### src/rtl/parity_pkg.sv
// Shared types and helpers for the parity frame transmitter.
// State encoding, line levels and the even-parity function used by the checker.
package parity_pkg;

    typedef enum logic [2:0] {
        IDLE,
        START,
        DATA,
        PARITY,
        STOP
    } state_t;

    localparam logic LINE_IDLE = 1'b1;
    localparam logic START_BIT = 1'b0;
    localparam logic STOP_BIT  = 1'b1;

    // Callers zero-extend narrower words; zero bits do not change the result.
    function automatic logic even_parity(input logic [15:0] word);
        return ^word;
    endfunction

endpackage

### src/rtl/parity_frame_tx_bit_timer.sv
// Per-bit cycle counter: bit_tick is high in the last cycle of each serial bit.
// clr holds the count at zero so every frame starts on a fresh bit boundary.
module bit_timer #(
    parameter int unsigned CLKS_PER_BIT = 4
) (
    input  logic clk,
    input  logic rst,
    input  logic clr,
    output logic bit_tick
);

    localparam int unsigned CW = (CLKS_PER_BIT > 1) ? $clog2(CLKS_PER_BIT) : 1;
    localparam logic [CW-1:0] LAST = CW'(CLKS_PER_BIT - 1);

    logic [CW-1:0] cnt_q, cnt_d;

    assign bit_tick = (cnt_q == LAST);

    always_comb begin
        cnt_d = cnt_q;
        if (clr || bit_tick) begin
            cnt_d = '0;
        end else begin
            cnt_d = cnt_q + CW'(1);
        end
    end

    always_ff @(posedge clk) begin
        if (rst) begin
            cnt_q <= '0;
        end else begin
            cnt_q <= cnt_d;
        end
    end

endmodule

### src/rtl/parity_frame_tx.sv
// Framed serial transmitter: start, data LSB first, supplied parity, stop.
// Flags words whose supplied parity disagrees with the data.
module parity_frame_tx
    import parity_pkg::*;
#(
    parameter int unsigned DATA_W       = 4,
    parameter int unsigned CLKS_PER_BIT = 4
) (
    input  logic              clk,
    input  logic              rst,
    input  logic [DATA_W-1:0] data_in,
    input  logic              parity_bit,
    input  logic              load_valid,
    output logic              load_ready,
    output logic              tx_out,
    output logic              busy,
    output logic              frame_done,
    output logic              parity_err
);

    localparam int unsigned IW = (DATA_W > 1) ? $clog2(DATA_W) : 1;
    localparam logic [IW-1:0] LAST_IDX = IW'(DATA_W - 1);

    state_t          state_q, state_d;
    logic [DATA_W:0] sh_q, sh_d;
    logic [IW-1:0]   idx_q, idx_d;
    logic            tx_q, tx_d;
    logic            busy_q, ready_q, perr_q, perr_d;
    logic            bit_tick;
    logic            accept;

    assign accept = load_valid && ready_q;

    bit_timer #(
        .CLKS_PER_BIT(CLKS_PER_BIT)
    ) u_bit_timer (
        .clk     (clk),
        .rst     (rst),
        .clr     (state_q == IDLE),
        .bit_tick(bit_tick)
    );

    // Parity rides in the top of the shift register, so it lands in bit 0
    // exactly when the last data bit has been shifted out.
    always_comb begin
        state_d = state_q;
        sh_d    = sh_q;
        idx_d   = idx_q;
        unique case (state_q)
            IDLE: begin
                if (accept) begin
                    state_d = START;
                    sh_d    = {parity_bit, data_in};
                end
            end
            START: begin
                if (bit_tick) state_d = DATA;
            end
            DATA: begin
                if (bit_tick) begin
                    sh_d = sh_q >> 1;
                    if (idx_q == LAST_IDX) begin
                        idx_d   = '0;
                        state_d = PARITY;
                    end else begin
                        idx_d = idx_q + IW'(1);
                    end
                end
            end
            PARITY: begin
                if (bit_tick) state_d = STOP;
            end
            STOP: begin
                if (bit_tick) state_d = IDLE;
            end
            default: state_d = IDLE;
        endcase
    end

    // Line level is decoded from the next state so tx_out itself is a flop.
    always_comb begin
        tx_d = LINE_IDLE;
        unique case (state_d)
            START:       tx_d = START_BIT;
            DATA, PARITY: tx_d = sh_d[0];
            STOP:        tx_d = STOP_BIT;
            default:     tx_d = LINE_IDLE;
        endcase
        perr_d = accept && (even_parity(16'(data_in)) != parity_bit);
    end

    always_ff @(posedge clk) begin
        if (rst) begin
            state_q <= IDLE;
            sh_q    <= '0;
            idx_q   <= '0;
            tx_q    <= LINE_IDLE;
            busy_q  <= 1'b0;
            ready_q <= 1'b1;
            perr_q  <= 1'b0;
        end else begin
            state_q <= state_d;
            sh_q    <= sh_d;
            idx_q   <= idx_d;
            tx_q    <= tx_d;
            busy_q  <= (state_d != IDLE);
            ready_q <= (state_d == IDLE);
            perr_q  <= perr_d;
        end
    end

    assign tx_out     = tx_q;
    assign busy       = busy_q;
    assign load_ready = ready_q;
    assign parity_err = perr_q;
    assign frame_done = (state_q == STOP) && bit_tick;

endmodule

### config.mk
export PLATFORM = sky130hd
export DESIGN_NAME = parity_frame_tx
export DESIGN_NICKNAME = d
export VERILOG_FILES = /design/src/rtl/parity_pkg.sv /design/src/rtl/parity_frame_tx_bit_timer.sv /design/src/rtl/parity_frame_tx.sv
export SDC_FILE = /design/constraint.sdc
export NUM_CORES = 1
export LEC_CHECK = 0
export CAP_MARGIN = 0
export CORE_UTILIZATION = 54
export CTS_CLUSTER_SIZE = 40
export DETAILED_ROUTE_END_ITERATION = 16
export PLACE_DENSITY_LB_ADDON = 0.1
export SLEW_MARGIN = 20
export SYNTH_ARGS = -nofsm -noshare
export SYNTH_HDL_FRONTEND = slang
export SYNTH_SLANG_ARGS = --single-unit
### constraint.sdc
create_clock -name clk -period 1.9 [get_ports clk]
set_input_delay 0.38 -clock clk [delete_from_list [all_inputs] [get_ports clk]]
set_output_delay 0.38 -clock clk [all_outputs]
set_load 0.01 [all_outputs]
==> results.json, run 1 <==
{
  "arrival_ns": 1.19,
  "crit_chain": "clkdlybuf4s50_1",
  "max_slew.worst_pin.slew_ns": 0.4192,
  "antenna_found_initial": 0,
  "core_mm2": 0.001334,
  "fin_area_um2": 975.9,
  "synthCells": 78,
  "drtPass1Iterations": 2,
  "hold_class": "reg -> reg",
  "synth.top_cell.area_share": 0.4083,
  "grt_setup_unrepaired": "no",
  "h-tree-depth": 1,
  "initial_core_util": 0.5882,
  "status": "complete, no violations",
  "path_max_fanout": 4,
  "fin_hold_ws_ns": 0.4379,
  "setup_viol": 0,
  "gp_congestion": 0.7472,
  "die-area_mm2": 0.001609,
  "io_pins": 13,
  "clockRootBuffer": "clkbuf_4",
  "worst_setup_hold_path_clk_slew_ns": 0.09,
  "synth_cell_types": 36,
  "crit_family": "buffers and inverters",
  "cts_setup_buffers": 0,
  "placementRows": 13,
  "drv_slew": 0,
  "grt_max_degree": 15,
  "wl_um": 1541,
  "finalHoldViolCount": 0,
  "num_vias": 650,
  "grt_pass1_vias": 544,
  "p_total_mw": 0.7186,
  "max-vdd-ir-drop_mv": 0.5632,
  "wl_met3_um": 37,
  "clockBufferDepth": 2,
  "routed-wl-met2_um": 739,
  "port_buffers": 12,
  "clk_latency_ns": 0.29,
  "clock_skew_ns": 0.0009737,
  "p_per_area_mw_per_mm2": 736.3,
  "crit_path_start_kind": "flop",
  "min_period_ns": 1.574,
  "crit_path_end_kind": "output pin",
  "cts_buffers": 3,
  "seq_area_frac_synth": 0.4083,
  "critPathSlowestCell": "clkdlybuf4s50_1",
  "max_cap_violations": 0,
  "synth.area.top_cells": "dfxtp_1 (41%), ha_1 (4.8%), a21oi_1 (3.8%)",
  "stdcell_count": 109,
  "path_buf_inv": 1,
  "nNetsFinal": 106,
  "postPlaceCellArea_um2": 932.1,
  "overflow": 0,
  "drt-initial-drc-count": 5,
  "required_ns": 1.52,
  "top_layer_used": "met4",
  "preCtsSetupSlack_ns": 0.2595,
  "placed_cells": 105,
  "p_leak_nw": 0.3926,
  "hpwl_um": 1134,
  "ys_warn_count": 0,
  "fmax_mhz": 635.5,
  "insertedDiodeCount": 0,
  "synth_area_um2": 784.5,
  "slowest_delay_ns": 0.54,
  "fin_ws_ns": 0.3265,
  "drive_above_1_share": 0.1809,
  "final_core_util": 0.7317,
  "criticalPathCategory": "reg -> out",
  "drcViolationCount": 0,
  "period_share": 0.8282,
  "syn_nets": 89,
  "yosysTopAreaCell": "dfxtp_1",
  "wl_per_cell_um": 14.14,
  "die_w_um": 40.12,
  "track_usage": 0.2352,
  "relSlewSlack": 0.7190,
  "setup_tns_ns": 0,
  "clock-sinks": 16,
  "ys_seq_elements": 16,
  "grt_pass1_wl_um": 2332,
  "area_growth_pct": 24.40,
  "syn-mean-instance-area_um2": 10.06,
  "cts_tree": "yes",
  "dieHeight_um": 40.12,
  "wl_met1_um": 723,
  "via_per_inst": 5.963,
  "drtAntennaViolNets": 0
}
[sequential cells by signal, summed over array words and instances (netlist names)]
signal	count
sh_q	5
state_q	3
parity_err	1
load_ready	1
tx_out	1
idx_q	2
u_bit_timer.cnt_q	2
busy	1
[logic make-up (layout without fill, tap and decap cells)]
kind of cell / count (synthesis) / in the layout / synth area share
and+or+nand+nor: 25 / 25 / 0.2169
AOI/OAI and AO/OA: 22 / 22 / 0.2042
DFF: 16 / 16 / 0.4083
buffers and inverters: 7 / 23 / 0.04625
adders and majority gates: 3 / 3 / 0.04785
xor gates and xnor gates: 3 / 3 / 0.05104
muxes: 2 / 2 / 0.02552
[synthesized netlist by cell type (all sizes together)]
library cell	number
nand3b	2
o2111a	1
a31oi	1
nand4bb	1
xnor2	2
nor4	1
a32oi	2
inv	2
nor2b	1
or3	1
ha	3
a21oi	6
a21bo	1
dfxtp	16
a21o	2
nand4b	1
and3	1
o31ai	2
buf	4
mux2i	2
nor4bb	1
xnor3	1
a211oi	1
o211ai	3
nor2	5
nor4b	1
and2	1
a21boi	1
a221oi	2
and4bb	2
nor3	3
clkbuf	1
nand2	3
nand3	1
[final cells by class]
cell class,instances,area (µm²)
fillers,115,357.8
inverters,2,7.507
repair buffers,17,160.2
well taps,15,18.77
clock buffers,4,36.28
multi-input cells,55,430.4
flip-flops and latches,16,322.8
[layer usage]
layer  vias to the layer above  global-route usage
li1                        330                   -
met1                       304              0.2784
met2                        11              0.3790
met3                         5             0.05000
met4                         0              0.1552
met5                         -                   0
[where the power goes]
part / internal [mW] / switching [mW] / leakage [nW] / total (mW)
combinational: 0.0690 / 0.0559 / 0.240 / 0.125
sequential: 0.356 / 0.0102 / 0.132 / 0.367
clock: 0.117 / 0.111 / 0.0210 / 0.227
total: 0.542 / 0.177 / 0.393 / 0.719
[cells in the final DEF (no fill, tap or decap), types with 2 or more instances in the layout]
| cell type | count |
|---|---|
| buf_4 | 5 |
| dfxtp_1 | 14 |
| xnor2_1 | 2 |
| a32oi_1 | 2 |
| mux2i_1 | 2 |
| nand3b_1 | 2 |
| and4bb_2 | 2 |
| o211ai_1 | 3 |
| a221oi_1 | 2 |
| inv_1 | 2 |
| nor2_1 | 4 |
| a21oi_1 | 6 |
| ha_1 | 3 |
| nor3_1 | 2 |
| clkdlybuf4s50_1 | 11 |
| dfxtp_2 | 2 |
| a21o_1 | 2 |
| nand2_1 | 3 |
| clkbuf_4 | 3 |
| o31ai_1 | 2 |
[timing repair]
action | in CTS | in global routing
hold buffers | 0 | 0
gates resized for setup | 3 | 1
endpoints found under the setup margin | 1 | 1
[worst paths after layout]
kind                           to  cells past startpoint                 start  slack, ns
max                    load_ready                      1            load_ready       0.33
min          u_bit_timer.cnt_q[0]                      1  u_bit_timer.cnt_q[0]       0.44
max reg2reg               sh_q[1]                      5            state_q[0]       0.44
min reg2reg  u_bit_timer.cnt_q[0]                      1  u_bit_timer.cnt_q[0]       0.44
(Power assumes the default switching activity.)
==> inputs of run 2 (changes only) <==
CORE_UTILIZATION = 50   (was 54)
clock period = 1.5 ns   (was 1.9 ns; I/O delays follow)
==> results.json, run 2 (synthesis gave the netlist of run 1 again) <==
{
  "drcViolationCount": 0,
  "p_per_area_mw_per_mm2": 920.2,
  "postPlaceCellArea_um2": 969.7,
  "largest_reg_flops": 5,
  "drt-initial-drc-count": 13,
  "crit_chain": "clkdlybuf4s50_1",
  "dieHeight_um": 41.61,
  "path_max_fanout": 1,
  "port_buffers": 12,
  "drv_slew": 0,
  "hpwl_um": 1208,
  "path_buf_inv": 1,
  "critPathSlowestCell": "clkdlybuf4s50_1",
  "largestRegisters": "sh_q x5, state_q x3",
  "layout_common_cells": "dfxtp_1 (15), clkdlybuf4s50_1 (10), buf_4 (10)",
  "drive_above_1_share": 0.2121,
  "setup_viol": 0,
  "stdcell_count": 114,
  "fin_area_mm2": 0.001001,
  "cts_setup_buffers": 0,
  "fillers": 118,
  "clock_skew_ns": 0.003324,
  "arrival_ns": 1.15,
  "gp_congestion": 0.7953,
  "grt_pass1_wl_um": 2746,
  "overflow": 0,
  "required_ns": 1.20,
  "slowest_delay_ns": 0.54,
  "p_leak_nw": 0.3986,
  "insertedDiodeCount": 0,
  "setup_tns_ns": 0,
  "ctsResizeCount": 4,
  "clockBufferDepth": 2,
  "top_register": "sh_q",
  "min_period_ns": 1.447,
  "die-area_mm2": 0.001731,
  "grt_max_degree": 15,
  "die_w_um": 41.61,
  "drtAntennaViolNets": 0,
  "p_total_mw": 0.9211,
  "via_per_inst": 5.947,
  "finalHoldViolCount": 0,
  "worst_setup_hold_path_clk_slew_ns": 0.10,
  "postCtsHoldBufs": 0,
  "placed_cells": 110,
  "nNetsFinal": 111,
  "cts_buffers": 3,
  "clock-sinks": 16,
  "preCtsSetupSlack_ns": -0.02870,
  "period_share": 0.9647,
  "fmax_mhz": 691.1,
  "crit_path_start_kind": "flop",
  "final_common_cell": "dfxtp_1",
  "criticalPathCategory": "reg -> out",
  "io_pins": 13,
  "num_vias": 678,
  "placementRows": 13,
  "clk_latency_ns": 0.29,
  "antenna_found_initial": 0,
  "grt_pass1_vias": 685,
  "fin_ws_ns": 0.05302,
  "relSlewSlack": 0.7564,
  "max_slew.worst_pin.slew_ns": 0.3635,
  "grt_setup_unrepaired": "no",
  "clockRootBuffer": "clkbuf_4",
  "max-vdd-ir-drop_mv": 0.6505,
  "crit_family": "buffers and inverters",
  "max_cap_violations": 0,
  "hold_class": "reg -> reg",
  "h-tree-depth": 1,
  "area_growth_pct": 27.59,
  "drtPass1Iterations": 3,
  "cts_tree": "yes",
  "core_mm2": 0.001383,
  "status": "complete, no violations",
  "wl_per_cell_um": 14.32,
  "wl_um": 1632,
  "initial_core_util": 0.5674,
  "crit_path_end_kind": "output pin",
  "track_usage": 0.2091
}
run 2: final cells by class:
cell class	count	area, µm²	share of cell area
multi-input cells	55	427.9	0.4275
flip-flops and latches	16	321.6	0.3212
repair buffers	22	188.9	0.1887
clock buffers	4	36.28	0.03625
well taps	15	18.77	0.01875
inverters	2	7.507	0.007500
run 2: final timing paths:
path / start / to / slack (ns) / cells past startpoint
max: parity_err / parity_err / 0.05 / 1
min reg2reg: sh_q[3] / sh_q[2] / 0.48 / 2
max reg2reg: u_bit_timer.cnt_q[0] / tx_out / 0.08 / 5
min: sh_q[3] / sh_q[2] / 0.48 / 2
run 2: per-stage QoR:
stage	utilization	hold WS [ns]
final	0.7240	0.4780
after global routing	0.7240	0.4951
after CTS	0.7276	0.4795
after detailed placement	0.7014	0.4652
after global placement	0.7014	0.4545
after floorplan	-	0.3771
run 2: metal layers:
layer,track usage,share of wire
met1,0.2333,0.47
met2,0.3844,0.50
met3,0.02609,0.021
met4,0.1032,0.0074
met5,0,0
run 2: power breakdown:
| part | total (mW) | switching (mW) | internal [mW] |
|---|---|---|---|
| clock | 0.290 | 0.142 | 0.148 |
| combinational | 0.168 | 0.0744 | 0.0938 |
| sequential | 0.463 | 0.0116 | 0.451 |
==> inputs of run 3 (changes only) <==
CORE_MARGIN = 5   (was default)
==> results.json, run 3 (synthesis gave the netlist of run 1 again) <==
{
  "status": "complete, no violations",
  "timing.rr.start": "u_bit_timer.cnt_q[0]",
  "final_core_util": 0.6941,
  "clockBufferDepth": 2,
  "hpwl_um": 1316,
  "timing.rr.end": "tx_out",
  "wl_um": 1814,
  "track_usage": 0.1522,
  "slowest_delay_ns": 0.52,
  "io_pins": 13,
  "crit_chain": "clkdlybuf4s50_1",
  "die-area_mm2": 0.002461,
  "p_leak_nw": 0.4020,
  "min_period_ns": 1.441,
  "wl_met3_um": 98,
  "placed_cells": 111,
  "criticalPathCategory": "reg -> out",
  "hold_path_startpoint": "u_bit_timer.cnt_q[0]",
  "gp_congestion": 0.7596,
  "period_share": 0.9604,
  "top_layer_used": "met4",
  "antenna_found_initial": 0,
  "largestRegisters": "sh_q x5, state_q x3",
  "grt_pass1_wl_um": 2863,
  "clockRootBuffer": "clkbuf_4",
  "fin_hold_ws_ns": 0.4565,
  "via_per_inst": 6.130,
  "core_mm2": 0.001489,
  "placementRows": 14,
  "top_register": "sh_q",
  "drtPass1Iterations": 4,
  "path_buf_inv": 1,
  "largest_reg_flops": 5,
  "grt_setup_unrepaired": "no",
  "cts_tree": "yes",
  "clock-sinks": 16,
  "crit_family": "buffers and inverters",
  "dieHeight_um": 49.61,
  "initial_core_util": 0.5269,
  "port_buffers": 12,
  "drt-initial-drc-count": 18,
  "routed-wl-met2_um": 886,
  "stdcell_count": 115,
  "arrival_ns": 1.14,
  "drcViolationCount": 0,
  "layout_common_cells": "dfxtp_1 (14), buf_4 (10), clkdlybuf4s50_1 (9)",
  "setup_viol": 0,
  "die_w_um": 49.61,
  "critPathSlowestCell": "clkdlybuf4s50_1",
  "worst_setup_hold_path_clk_slew_ns": 0.10,
  "wl_met1_um": 783,
  "p_per_area_mw_per_mm2": 903.7,
  "drv_slew": 0,
  "ff2ff_path_depth": 5,
  "grt_pass1_vias": 659,
  "setup_tns_ns": 0,
  "r2r_slack_ns": 0.11,
  "overflow": 0,
  "nNetsFinal": 111,
  "relSlewSlack": 0.8002,
  "fmax_mhz": 694.1,
  "final_common_cell": "dfxtp_1",
  "finalHoldViolCount": 0,
  "path_max_fanout": 1,
  "hold_class": "reg -> reg",
  "wl_per_cell_um": 15.77,
  "area_growth_pct": 31.74,
  "num_vias": 705,
  "drtAntennaViolNets": 0,
  "max-vdd-ir-drop_mv": 0.5362,
  "max_slew.worst_pin.slew_ns": 0.2981,
  "crit_path_end_kind": "output pin",
  "required_ns": 1.20,
  "clock_skew_ns": 0.006724,
  "grt_max_degree": 15,
  "max_cap_violations": 0,
  "drive_above_1_share": 0.2525,
  "whs_path_depth": 1,
  "crit_path_start_kind": "flop",
  "insertedDiodeCount": 0,
  "clk_latency_ns": 0.30,
  "cts_buffers": 3,
  "h-tree-depth": 1,
  "hold-path-endpoint": "u_bit_timer.cnt_q[0]",
  "postCtsHoldBufs": 0
}
## run 3: worst max-delay path by stage
stage,from,endpoint,depth (start not counted)
after floorplan,u_bit_timer.cnt_q[0],sh_q[1],5
after global placement,load_valid,sh_q[2],4
after detailed placement,data_in[3],parity_err,4
after CTS,u_bit_timer.cnt_q[0],frame_done,3
after global routing,parity_err,parity_err,1
final,parity_err,parity_err,1
## run 3: layout make-up
cell class / instances / area (µm²)
timing repair buffer: 22 / 191.4
tap: 16 / 20.02
inverter: 2 / 7.507
clock buffer: 4 / 36.28
fill: 116 / 455.4
sequential: 16 / 325.3
multi-input combinational: 55 / 452.9
## run 3: stage by stage
stage               setup WS (ns)  area (µm²)  total power [mW]
detailed placement       -0.05442       970.9            0.6457
finish                    0.05935        1033            0.9339
CTS                       0.01662        1022            0.9390
floorplan                  0.2191       784.5            0.5671
global route             0.002349        1033            0.9863
global placement         -0.03118       970.9            0.6427
## run 3: repair_timing
action,4_1_cts,5_1_grt
hold endpoints to repair,0,0
resized for setup,8,6
endpoints found under the setup margin,2,4
buffers inserted,0,0
## run 3: report_power, final
group	total [mW]	switching, mW	internal (mW)
Sequential	0.465	0.0145	0.451
Clock	0.293	0.145	0.148
Combinational	0.176	0.0788	0.0968
Total	0.934	0.238	0.696
## run 3: per-layer routing
layer  global-route usage  up-vias
met1               0.1848      330
met5                    0        -
li1                     -      340
met4              0.09170        0
met3              0.03916        5
met2               0.2373       30
